## src/rtl/tag_pkg.sv

```systemverilog
// Shared widths, entry layout, FSM states and address field helpers for the
// tag-lookup controller.
package tag_pkg;

   localparam int unsigned TAG_W     = 52;
   localparam int unsigned INDEX_W   = 9;
   localparam int unsigned OFFSET_W  = 3;
   localparam int unsigned ADDR_W    = TAG_W + INDEX_W + OFFSET_W;
   localparam int unsigned ENTRY_W   = TAG_W + 2;
   localparam int unsigned DEPTH     = 512;
   localparam int unsigned VALID_BIT = 53;
   localparam int unsigned DIRTY_BIT = 52;

   typedef enum logic [2:0] {
      ST_INIT,
      ST_IDLE,
      ST_CMP,
      ST_MISS,
      ST_WRITE
   } state_e;

   // t_ram entry as stored: {valid, dirty, tag}
   typedef struct packed {
      logic             valid;
      logic             dirty;
      logic [TAG_W-1:0] tag;
   } entry_t;

   function automatic logic [INDEX_W-1:0] addr_index(input logic [ADDR_W-1:0] addr);
      return addr[OFFSET_W +: INDEX_W];
   endfunction

   function automatic logic [TAG_W-1:0] addr_tag(input logic [ADDR_W-1:0] addr);
      return addr[OFFSET_W + INDEX_W +: TAG_W];
   endfunction

endpackage

```

## src/rtl/tag_cmp.sv

```systemverilog
// Tag comparator: decides hit and whether the resident entry needs writeback.
module tag_cmp
   import tag_pkg::*;
(
   input  logic [ENTRY_W-1:0] entry,
   input  logic [TAG_W-1:0]   req_tag,
   output logic               hit_c,
   output logic               victim_dirty_c
);

   assign hit_c          = entry[VALID_BIT] && (entry[TAG_W-1:0] == req_tag);
   assign victim_dirty_c = entry[VALID_BIT] && entry[DIRTY_BIT];

endmodule

```

## src/rtl/tag_ctrl.sv

```systemverilog
// Cache tag-lookup controller: invalidation sweep after reset, then
// lookup / miss handoff / entry update against the t_ram tag store.
module tag_ctrl
   import tag_pkg::*;
(
   input  logic                clk,
   input  logic                reset,
   input  logic                req_valid,
   output logic                req_ready,
   input  logic [ADDR_W-1:0]   req_addr,
   input  logic                req_we,
   output logic                resp_valid,
   output logic                resp_hit,
   output logic                miss_valid,
   output logic [INDEX_W-1:0]  miss_index,
   output logic                miss_victim_dirty,
   output logic [TAG_W-1:0]    miss_victim_tag,
   input  logic                fill_done,
   output logic [INDEX_W-1:0]  ram_addr,
   output logic                ram_wr,
   output logic [ENTRY_W-1:0]  ram_wd,
   input  logic [ENTRY_W-1:0]  ram_rd
);

   state_e             state_q, state_d;
   logic [INDEX_W-1:0] cnt_q, cnt_d;
   logic [INDEX_W-1:0] idx_q, idx_d;
   logic [TAG_W-1:0]   tag_q, tag_d;
   logic               we_q, we_d;
   logic               hit_q, hit_d;
   logic               resp_valid_q, resp_valid_d;
   logic               resp_hit_q, resp_hit_d;
   logic               miss_valid_q, miss_valid_d;
   logic [INDEX_W-1:0] miss_index_q, miss_index_d;
   logic               miss_dirty_q, miss_dirty_d;
   logic [TAG_W-1:0]   miss_tag_q, miss_tag_d;
   logic               ram_wr_q, ram_wr_d;
   entry_t             ram_wd_q, ram_wd_d;
   logic               cmp_hit_c;
   logic               cmp_dirty_c;
   logic               unused_offset_c;

   // line offset plays no part in tag lookup
   assign unused_offset_c = ^req_addr[OFFSET_W-1:0];

   tag_cmp u_cmp (
      .entry          (ram_rd),
      .req_tag        (tag_q),
      .hit_c          (cmp_hit_c),
      .victim_dirty_c (cmp_dirty_c)
   );

   always_ff @(posedge clk) begin
      if (!reset) begin
         state_q      <= ST_INIT;
         cnt_q        <= '0;
         idx_q        <= '0;
         tag_q        <= '0;
         we_q         <= 1'b0;
         hit_q        <= 1'b0;
         resp_valid_q <= 1'b0;
         resp_hit_q   <= 1'b0;
         miss_valid_q <= 1'b0;
         miss_index_q <= '0;
         miss_dirty_q <= 1'b0;
         miss_tag_q   <= '0;
         ram_wr_q     <= 1'b1;
         ram_wd_q     <= '0;
      end else begin
         state_q      <= state_d;
         cnt_q        <= cnt_d;
         idx_q        <= idx_d;
         tag_q        <= tag_d;
         we_q         <= we_d;
         hit_q        <= hit_d;
         resp_valid_q <= resp_valid_d;
         resp_hit_q   <= resp_hit_d;
         miss_valid_q <= miss_valid_d;
         miss_index_q <= miss_index_d;
         miss_dirty_q <= miss_dirty_d;
         miss_tag_q   <= miss_tag_d;
         ram_wr_q     <= ram_wr_d;
         ram_wd_q     <= ram_wd_d;
      end
   end

   always_comb begin
      state_d      = state_q;
      cnt_d        = cnt_q;
      idx_d        = idx_q;
      tag_d        = tag_q;
      we_d         = we_q;
      hit_d        = hit_q;
      resp_valid_d = 1'b0;
      resp_hit_d   = 1'b0;
      miss_valid_d = miss_valid_q;
      miss_index_d = miss_index_q;
      miss_dirty_d = miss_dirty_q;
      miss_tag_d   = miss_tag_q;
      ram_wr_d     = 1'b0;
      ram_wd_d     = ram_wd_q;
      req_ready    = 1'b0;

      case (state_q)
         ST_INIT: begin
            if (cnt_q == INDEX_W'(DEPTH - 1)) begin
               state_d = ST_IDLE;
            end else begin
               cnt_d    = cnt_q + INDEX_W'(1);
               ram_wr_d = 1'b1;
               ram_wd_d = '0;
            end
         end
         ST_IDLE: begin
            req_ready = 1'b1;
            if (req_valid) begin
               idx_d   = addr_index(req_addr);
               tag_d   = addr_tag(req_addr);
               we_d    = req_we;
               state_d = ST_CMP;
            end
         end
         ST_CMP: begin
            if (cmp_hit_c) begin
               hit_d = 1'b1;
               // first store to a clean line must mark it dirty in t_ram
               if (we_q && !cmp_dirty_c) begin
                  state_d  = ST_WRITE;
                  ram_wr_d = 1'b1;
                  ram_wd_d = '{valid: 1'b1, dirty: 1'b1, tag: tag_q};
               end else begin
                  state_d      = ST_IDLE;
                  resp_valid_d = 1'b1;
                  resp_hit_d   = 1'b1;
               end
            end else begin
               hit_d        = 1'b0;
               state_d      = ST_MISS;
               miss_valid_d = 1'b1;
               miss_index_d = idx_q;
               miss_dirty_d = cmp_dirty_c;
               miss_tag_d   = ram_rd[TAG_W-1:0];
            end
         end
         ST_MISS: begin
            if (fill_done) begin
               miss_valid_d = 1'b0;
               hit_d        = 1'b0;
               state_d      = ST_WRITE;
               ram_wr_d     = 1'b1;
               ram_wd_d     = '{valid: 1'b1, dirty: we_q, tag: tag_q};
            end
         end
         ST_WRITE: begin
            state_d      = ST_IDLE;
            resp_valid_d = 1'b1;
            resp_hit_d   = hit_q;
         end
         default: begin
            state_d = ST_INIT;
         end
      endcase
   end

   // IDLE presents the incoming index so the entry is ready in CMP
   always_comb begin
      case (state_q)
         ST_IDLE: ram_addr = addr_index(req_addr);
         ST_INIT: ram_addr = cnt_q;
         default: ram_addr = idx_q;
      endcase
   end

   assign resp_valid        = resp_valid_q;
   assign resp_hit          = resp_hit_q;
   assign miss_valid        = miss_valid_q;
   assign miss_index        = miss_index_q;
   assign miss_victim_dirty = miss_dirty_q;
   assign miss_victim_tag   = miss_tag_q;
   assign ram_wr            = ram_wr_q;
   assign ram_wd            = ram_wd_q;

endmodule

```

## config.mk

```make
export PLATFORM = sky130hd
export DESIGN_NAME = tag_ctrl
export DESIGN_NICKNAME = d
export VERILOG_FILES = /design/src/rtl/tag_pkg.sv /design/src/rtl/tag_cmp.sv /design/src/rtl/tag_ctrl.sv
export SDC_FILE = /design/constraint.sdc
export NUM_CORES = 1
export LEC_CHECK = 0
export BUFFER_PORTS_ARGS = -buffer_cell sky130_fd_sc_hd__buf_4
export CAP_MARGIN = 40
export CORE_UTILIZATION = 51
export CTS_CLUSTER_SIZE = 30
export DETAILED_ROUTE_END_ITERATION = 8
export PLACE_DENSITY = 0.8
export SLEW_MARGIN = 20
export SYNTH_ARGS = -nofsm -noshare
export SYNTH_HDL_FRONTEND = slang
export SYNTH_SLANG_ARGS = --single-unit
```

## constraint.sdc

```tcl
create_clock -name clk -period 2.9 [get_ports clk]
set_clock_uncertainty 0.05 [all_clocks]
set_input_delay 0.87 -clock clk [delete_from_list [all_inputs] [get_ports clk]]
set_output_delay 0.87 -clock clk [all_outputs]
set_load 0.1 [all_outputs]
```

==> run_results.csv, run 1 <==
group,metric,value,unit
logic_synthesis,syn_nets,1110,
die,dieWidth,127.5,microns
logic_synthesis,synth.largest_area_cell,"dfxtp_1",
cells_and_area,nNetsFinal,1334,
grt,antenna_found_initial,0,
setup_path,critPathKind,"register to output port",
route,dr.first_iter.drc_count,578,
logic_synthesis,synthFlopType,"dfxtp_1",
power,finalPower,0.005405,W
logic_synthesis,synth_top_area_frac,0.4863,
placement,place_inst,1401,
clocking,clock_path_buffers,2,
timing,hold_ws,409.2,ps
logic_synthesis,synth-xor-area-share,0.05346,
cells_and_area,multi_input_area,3859,sq um
clocking,cts_resized,0,
grt,grt_max_degree,128,
timing,worstMarginPinSlew,676.7,ps
clocking,clock_latency,430,ps
clocking,clock-sinks,195,
clocking,holdBufCountCts,0,
power,power_density,499.9,nW/um^2
route,dr.pass1.iters,5,
grt,grt_pass1_vias,7047,
timing,fmax,0.3593,GHz
route,vias_per_cell,5.240,
cells_and_area,utilization,0.7086,
route,wl_per_cell,16.47,microns
setup_path,r2r_cells,10,
cells_and_area,register_area,3904,sq um
logic_synthesis,synth_mux_area_frac,0.07606,
die,core-area,15260,sq um
route,via_count,7509,
timing,setup_violations,0,
route,routed_wirelength,23600,microns
placement,preCtsSetupSlack,-214.4,ps
logic_synthesis,ys_seq_elements,195,
placement,place.gp.congestion,0.8675,
logic_synthesis,synth_top_family_by_area,"simple AND/OR/NAND/NOR gates",
status,status,"finished, final reports clean",
timing,finalCritPeriodShare,0.9597,
logic_synthesis,synth.distinct_cells,41,
cells_and_area,drive_gt1_frac,0.2643,
placement,io_buffers,249,
timing,layout_min_cycle_time,2783,ps
power,vdd_ir_drop_max,375.1,uV
die,die_h,127.5,microns
die,start_util,0.5261,
logic_synthesis,yosys-top-cells-area,"dfxtp_1 (49%), nand2_1 (14%), mux2i_1 (7.6%)",
clocking,post_cts_buffers,0,
timing,hold_viol,0,
logic_synthesis,syn_avg_cell_area,8.150,sq um
setup_path,timing.rr.end,"ram_wd[46]$_SDFFE_PN0P_",
logic_synthesis,synth_adder_area_share,0.003117,
setup_path,r2r-start,"tag_q[43]$_SDFFE_PN0P_",
logic_synthesis,synth_edf_count,0,
logic_synthesis,ys_top_cells_by_count,"nand2_1 (309), dfxtp_1 (195), a21oi_1 (71), o21ai_0 (70), nand3_1 (65)",
setup_path,reg2reg_slack,420,ps
clocking,cts_inserted_buffers,17,
grt,grt_pass1_wl,36430,microns
logic_synthesis,yosysWarningCount,0,
cells_and_area,antenna_cells,0,
die,io_pins,253,
job,drv_cap,0,
setup_path,cp_max_fo,12,
timing,layout_setup_ws,116.8,ps
die,rows,45,
clocking,clock-root-buffer,"clkbuf_16",
min_path,hold_depth,2,
setup_path,start_kind,"register",
setup_path,cp_data_arrival_time,1860,ps
clocking,h-tree-depth,4,
logic_synthesis,async_flop_share,0,
setup_path,crit_path_end_kind,"output port",
logic_synthesis,netlist_instances,985,
die,die-area,16250,sq um
logic_synthesis,synth_compound_area_frac,0.1083,
cells_and_area,nFillCells,1254,
route,drcViolationCount,0,
setup_path,cp.required,1980,ps
grt,grt_remaining_overflow,0,
power,p_leak,4.535,nW
timing,max_slew_margin,0.5482,
timing,rsz0062_at_grt,"false",
placement,post-dp-hpwl,16660,microns
logic_synthesis,yosysMostFrequentCell,"nand2_1",
logic_synthesis,yosysSeqAreaShare,0.4863,
min_path,min_to,"ram_wd[27]$_SDFFE_PN0P_",
cells_and_area,finalNonFillerCells,1433,
timing,slew_viol_final,0,
min_path,hold_start,"ram_wd[27]$_SDFFE_PN0P_",
route,drt.antenna.violating_nets,0,
logic_synthesis,synthSimpleGateAreaFrac,0.2297,
clocking,tritoncts,"built",
grt,grt_use_total,0.2911,
clocking,clk_pin_slew,70,ps
min_path,holdCritPathClass,"register to register",
logic_synthesis,syn_area,8028,sq um
cells_and_area,syn_to_final_growth,34.68,%
-- cell families after synthesis --
family                     after synthesis
buffers and inverters                   80
DFF                                    195
xor gates and xnor gates                49
adders and majority gates                2
AOI/OAI and AO/OA                      162
muxes                                   61
and+or+nand+nor                        436
-- report_power, final --
part | internal (W) | total (W) | switching, W
registers | 0.00268 | 0.00269 | 0.00000527
clock network | 0.00134 | 0.00237 | 0.00103
logic | 0.000160 | 0.000349 | 0.000189
-- critical path, stage by stage, from the launching register on --
cell,delay (ps)
dfxtp_1,760
mux2i_1,230
o21ai_4,150
buf_4,300
-- placed cells by master, fill, tap and decap left out, types with 3 or more instances in the layout --
cell type,n
o21ai_2,8
a21oi_1,71
xor2_1,9
clkinv_2,3
inv_1,10
buf_4,266
dfxtp_1,195
o22ai_1,3
o31ai_1,5
nor2b_1,4
or3_1,3
clkbuf_8,3
and2_1,3
nor4_1,3
o21ai_0,61
nand3_1,64
nand2b_1,3
buf_12,7
xnor2_1,40
nand4_1,19
nor2_1,16
clkbuf_16,17
mux2i_1,61
nand2_1,309
-- metrics by stage --
step           setup TNS, ps  instance area (sq um)
6_report                   0                  10810
5_1_grt                    0                  10810
4_1_cts                    0                  10810
3_5_place_dp           -9781                  10210
3_3_place_gp           -5689                  10210
2_1_floorplan         -210.9                   8069
-- flip-flops by register name, summed over array words and instances, names as in the netlist --
name               flops
ram_wr                 1
miss_victim_tag       52
resp_valid             1
cnt_q                  9
resp_hit               1
tag_q                 52
ram_wd                54
miss_victim_dirty      1
state_q                3
hit_q                  1
we_q                   1
miss_index             9
miss_valid             1
idx_q                  9
-- layout make-up --
cell class | count | share of cell area
sequential | 195 | 0.3611
multi-input combinational | 710 | 0.3569
tap | 211 | 0.02442
clock inverter | 11 | 0.01157
inverter | 11 | 0.003819
clock buffer | 21 | 0.04351
timing repair buffer | 274 | 0.1987
-- worst max-delay path by stage --
stage                                  startpoint                 endpoint  slack [ps]  cells after the start
after floorplan           state_q[0]$_SDFFE_PN0P_              ram_addr[0]         -30                      4
after global placement                 ram_rd[43]  ram_wd[42]$_SDFFE_PN0P_        -140                     11
after detailed placement               ram_rd[43]  ram_wd[46]$_SDFFE_PN0P_        -210                     11
after CTS                 state_q[1]$_SDFFE_PN0P_              ram_addr[7]          40                      4
after global routing      state_q[0]$_SDFFE_PN0P_              ram_addr[7]          60                      3
final                     state_q[0]$_SDFFE_PN0P_              ram_addr[7]         120                      3
-- metal layers --
metal  vias to the layer above  routed length [microns]  global-route usage
met2                       276                    11250              0.4822
met4                         0                      646              0.1197
met3                        37                     1713             0.06742
met1                      3460                     9992              0.3650
met5                         -                        0                   0
li1                       3736                        -                   -
No activity file was read; power rests on OpenSTA's default activity.
==> inputs of run 2 (changes only) <==
==> constraint.sdc (replaced) <==
create_clock -name clk -period 3.6 [get_ports clk]
set_clock_uncertainty 0.05 [all_clocks]
set_input_delay 1.08 -clock clk [delete_from_list [all_inputs] [get_ports clk]]
set_output_delay 1.08 -clock clk [all_outputs]
set_load 0.1 [all_outputs]
==> run_results.csv, run 2 (synthesized netlist as in run 1, its figures left out) <==
group,metric,value,unit
status,status,"finished, final reports clean",
clocking,clock_path_buffers,2,
timing,max_slew_margin,0.5034,
grt,grt_pass1_vias,6949,
setup_path,crit_path_end_kind,"output port",
clocking,cts_resized,0,
setup_path,critPathKind,"register to output port",
route,routed_wirelength,23420,microns
timing,finalCritPeriodShare,0.8357,
timing,fmax,0.3324,GHz
die,rows,45,
setup_path,cp_max_fo,20,
placement,post-dp-hpwl,15950,microns
cells_and_area,largest_reg_flops,54,
grt,grt_remaining_overflow,0,
cells_and_area,antenna_cells,0,
die,die-area,16250,sq um
setup_path,start_kind,"register",
grt,grt_use_total,0.2907,
clocking,post_cts_buffers,0,
job,drv_cap,0,
clocking,clk_pin_slew,70,ps
min_path,holdCritPathClass,"register to register",
die,core-area,15260,sq um
route,dr.pass1.iters,5,
grt,grt_pass1_wl,36380,microns
clocking,clock_latency,440,ps
route,wl_per_cell,16.52,microns
route,dr.first_iter.drc_count,505,
cells_and_area,nNetsFinal,1321,
die,start_util,0.5261,
clocking,cts_inserted_buffers,17,
route,via_count,7540,
setup_path,cp_data_arrival_time,1880,ps
cells_and_area,mostFrequentLayoutCell,"nand2_1",
clocking,h-tree-depth,4,
timing,layout_min_cycle_time,3009,ps
die,die_h,127.5,microns
placement,io_buffers,249,
power,p_leak,4.447,nW
timing,slew_viol_final,0,
cells_and_area,syn_to_final_growth,32.57,%
timing,fin_tns_setup,0,ps
grt,antenna_found_initial,0,
placement,place.gp.congestion,0.8766,
cells_and_area,nFillCells,1292,
timing,setup_violations,0,
clocking,clock-sinks,195,
clocking,tritoncts,"built",
timing,hold_ws,408.5,ps
die,io_pins,253,
grt,grt_max_degree,173,
route,drt.antenna.violating_nets,0,
clocking,clock-root-buffer,"clkbuf_16",
die,dieWidth,127.5,microns
power,vdd_ir_drop_max,322.9,uV
route,drcViolationCount,0,
power,power_density,402.4,nW/um^2
timing,worstMarginPinSlew,744.8,ps
cells_and_area,final_cell_mix,"nand2_1 (309), buf_4 (256), dfxtp_1 (195)",
setup_path,cp.required,2470,ps
timing,rsz0062_at_grt,"false",
timing,hold_viol,0,
clocking,holdBufCountCts,0,
route,vias_per_cell,5.317,
cells_and_area,drive_gt1_frac,0.2552,
run 2: area by class of cell:
cell class                 instances  area, sq um  area share
sequential                       195         3904      0.3668
multi-input combinational        710         3849      0.3616
timing repair buffer             261         2022      0.1900
clock buffer                      22        484.2     0.04550
tap                              211        264.0     0.02481
clock inverter                     8        78.83    0.007407
inverter                          11        41.29    0.003880
run 2: path summary, 6_finish.rpt:
check                                from                       to  slack (ps)  depth (start not counted)
setup / recovery  state_q[1]$_SDFFE_PN0P_              ram_addr[7]         590                          4
hold / removal    ram_wd[34]$_SDFFE_PN0P_  ram_wd[34]$_SDFFE_PN0P_         410                          2
setup reg to reg   tag_q[44]$_SDFFE_PN0P_  ram_wd[25]$_SDFFE_PN0P_        1120                          9
hold reg to reg   ram_wd[34]$_SDFFE_PN0P_  ram_wd[34]$_SDFFE_PN0P_         410                          2
run 2: metrics by stage:
step                setup WS (ps)  total power [W]    util  area (sq um)  std cells
floorplan                   450.8         0.002329       -          8061        985
global placement            381.5         0.002485  0.6606         10080       1388
detailed placement          323.3         0.002487  0.6606         10080       1388
CTS                         574.6         0.004295  0.6975         10640       1418
global route                434.7         0.004414  0.6975         10640       1418
finish                      591.4         0.004283  0.6975         10640       1418
run 2: where the power goes:
group	switching (W)	total [W]	leakage [nW]	internal (W)
clock network	0.000823	0.00184	0.278	0.00102
logic	0.000152	0.000277	2.60	0.000125
registers	0.00000385	0.00216	1.57	0.00216
run 2: per-layer routing:
| layer | GRT usage | wire length [microns] | up-vias |
|---|---|---|---|
| met5 | 0 | 0 | - |
| met4 | 0.1155 | 601 | 0 |
| met3 | 0.07203 | 1636 | 39 |
| met2 | 0.4847 | 11280 | 269 |
| met1 | 0.3605 | 9899 | 3533 |
| li1 | - | - | 3699 |
run 2: critical path, cell delays in order, from the launching register on:
cell     delay (ps)
dfxtp_1         450
or2_2           460
nand2_1         140
o21ai_2          80
buf_4           300
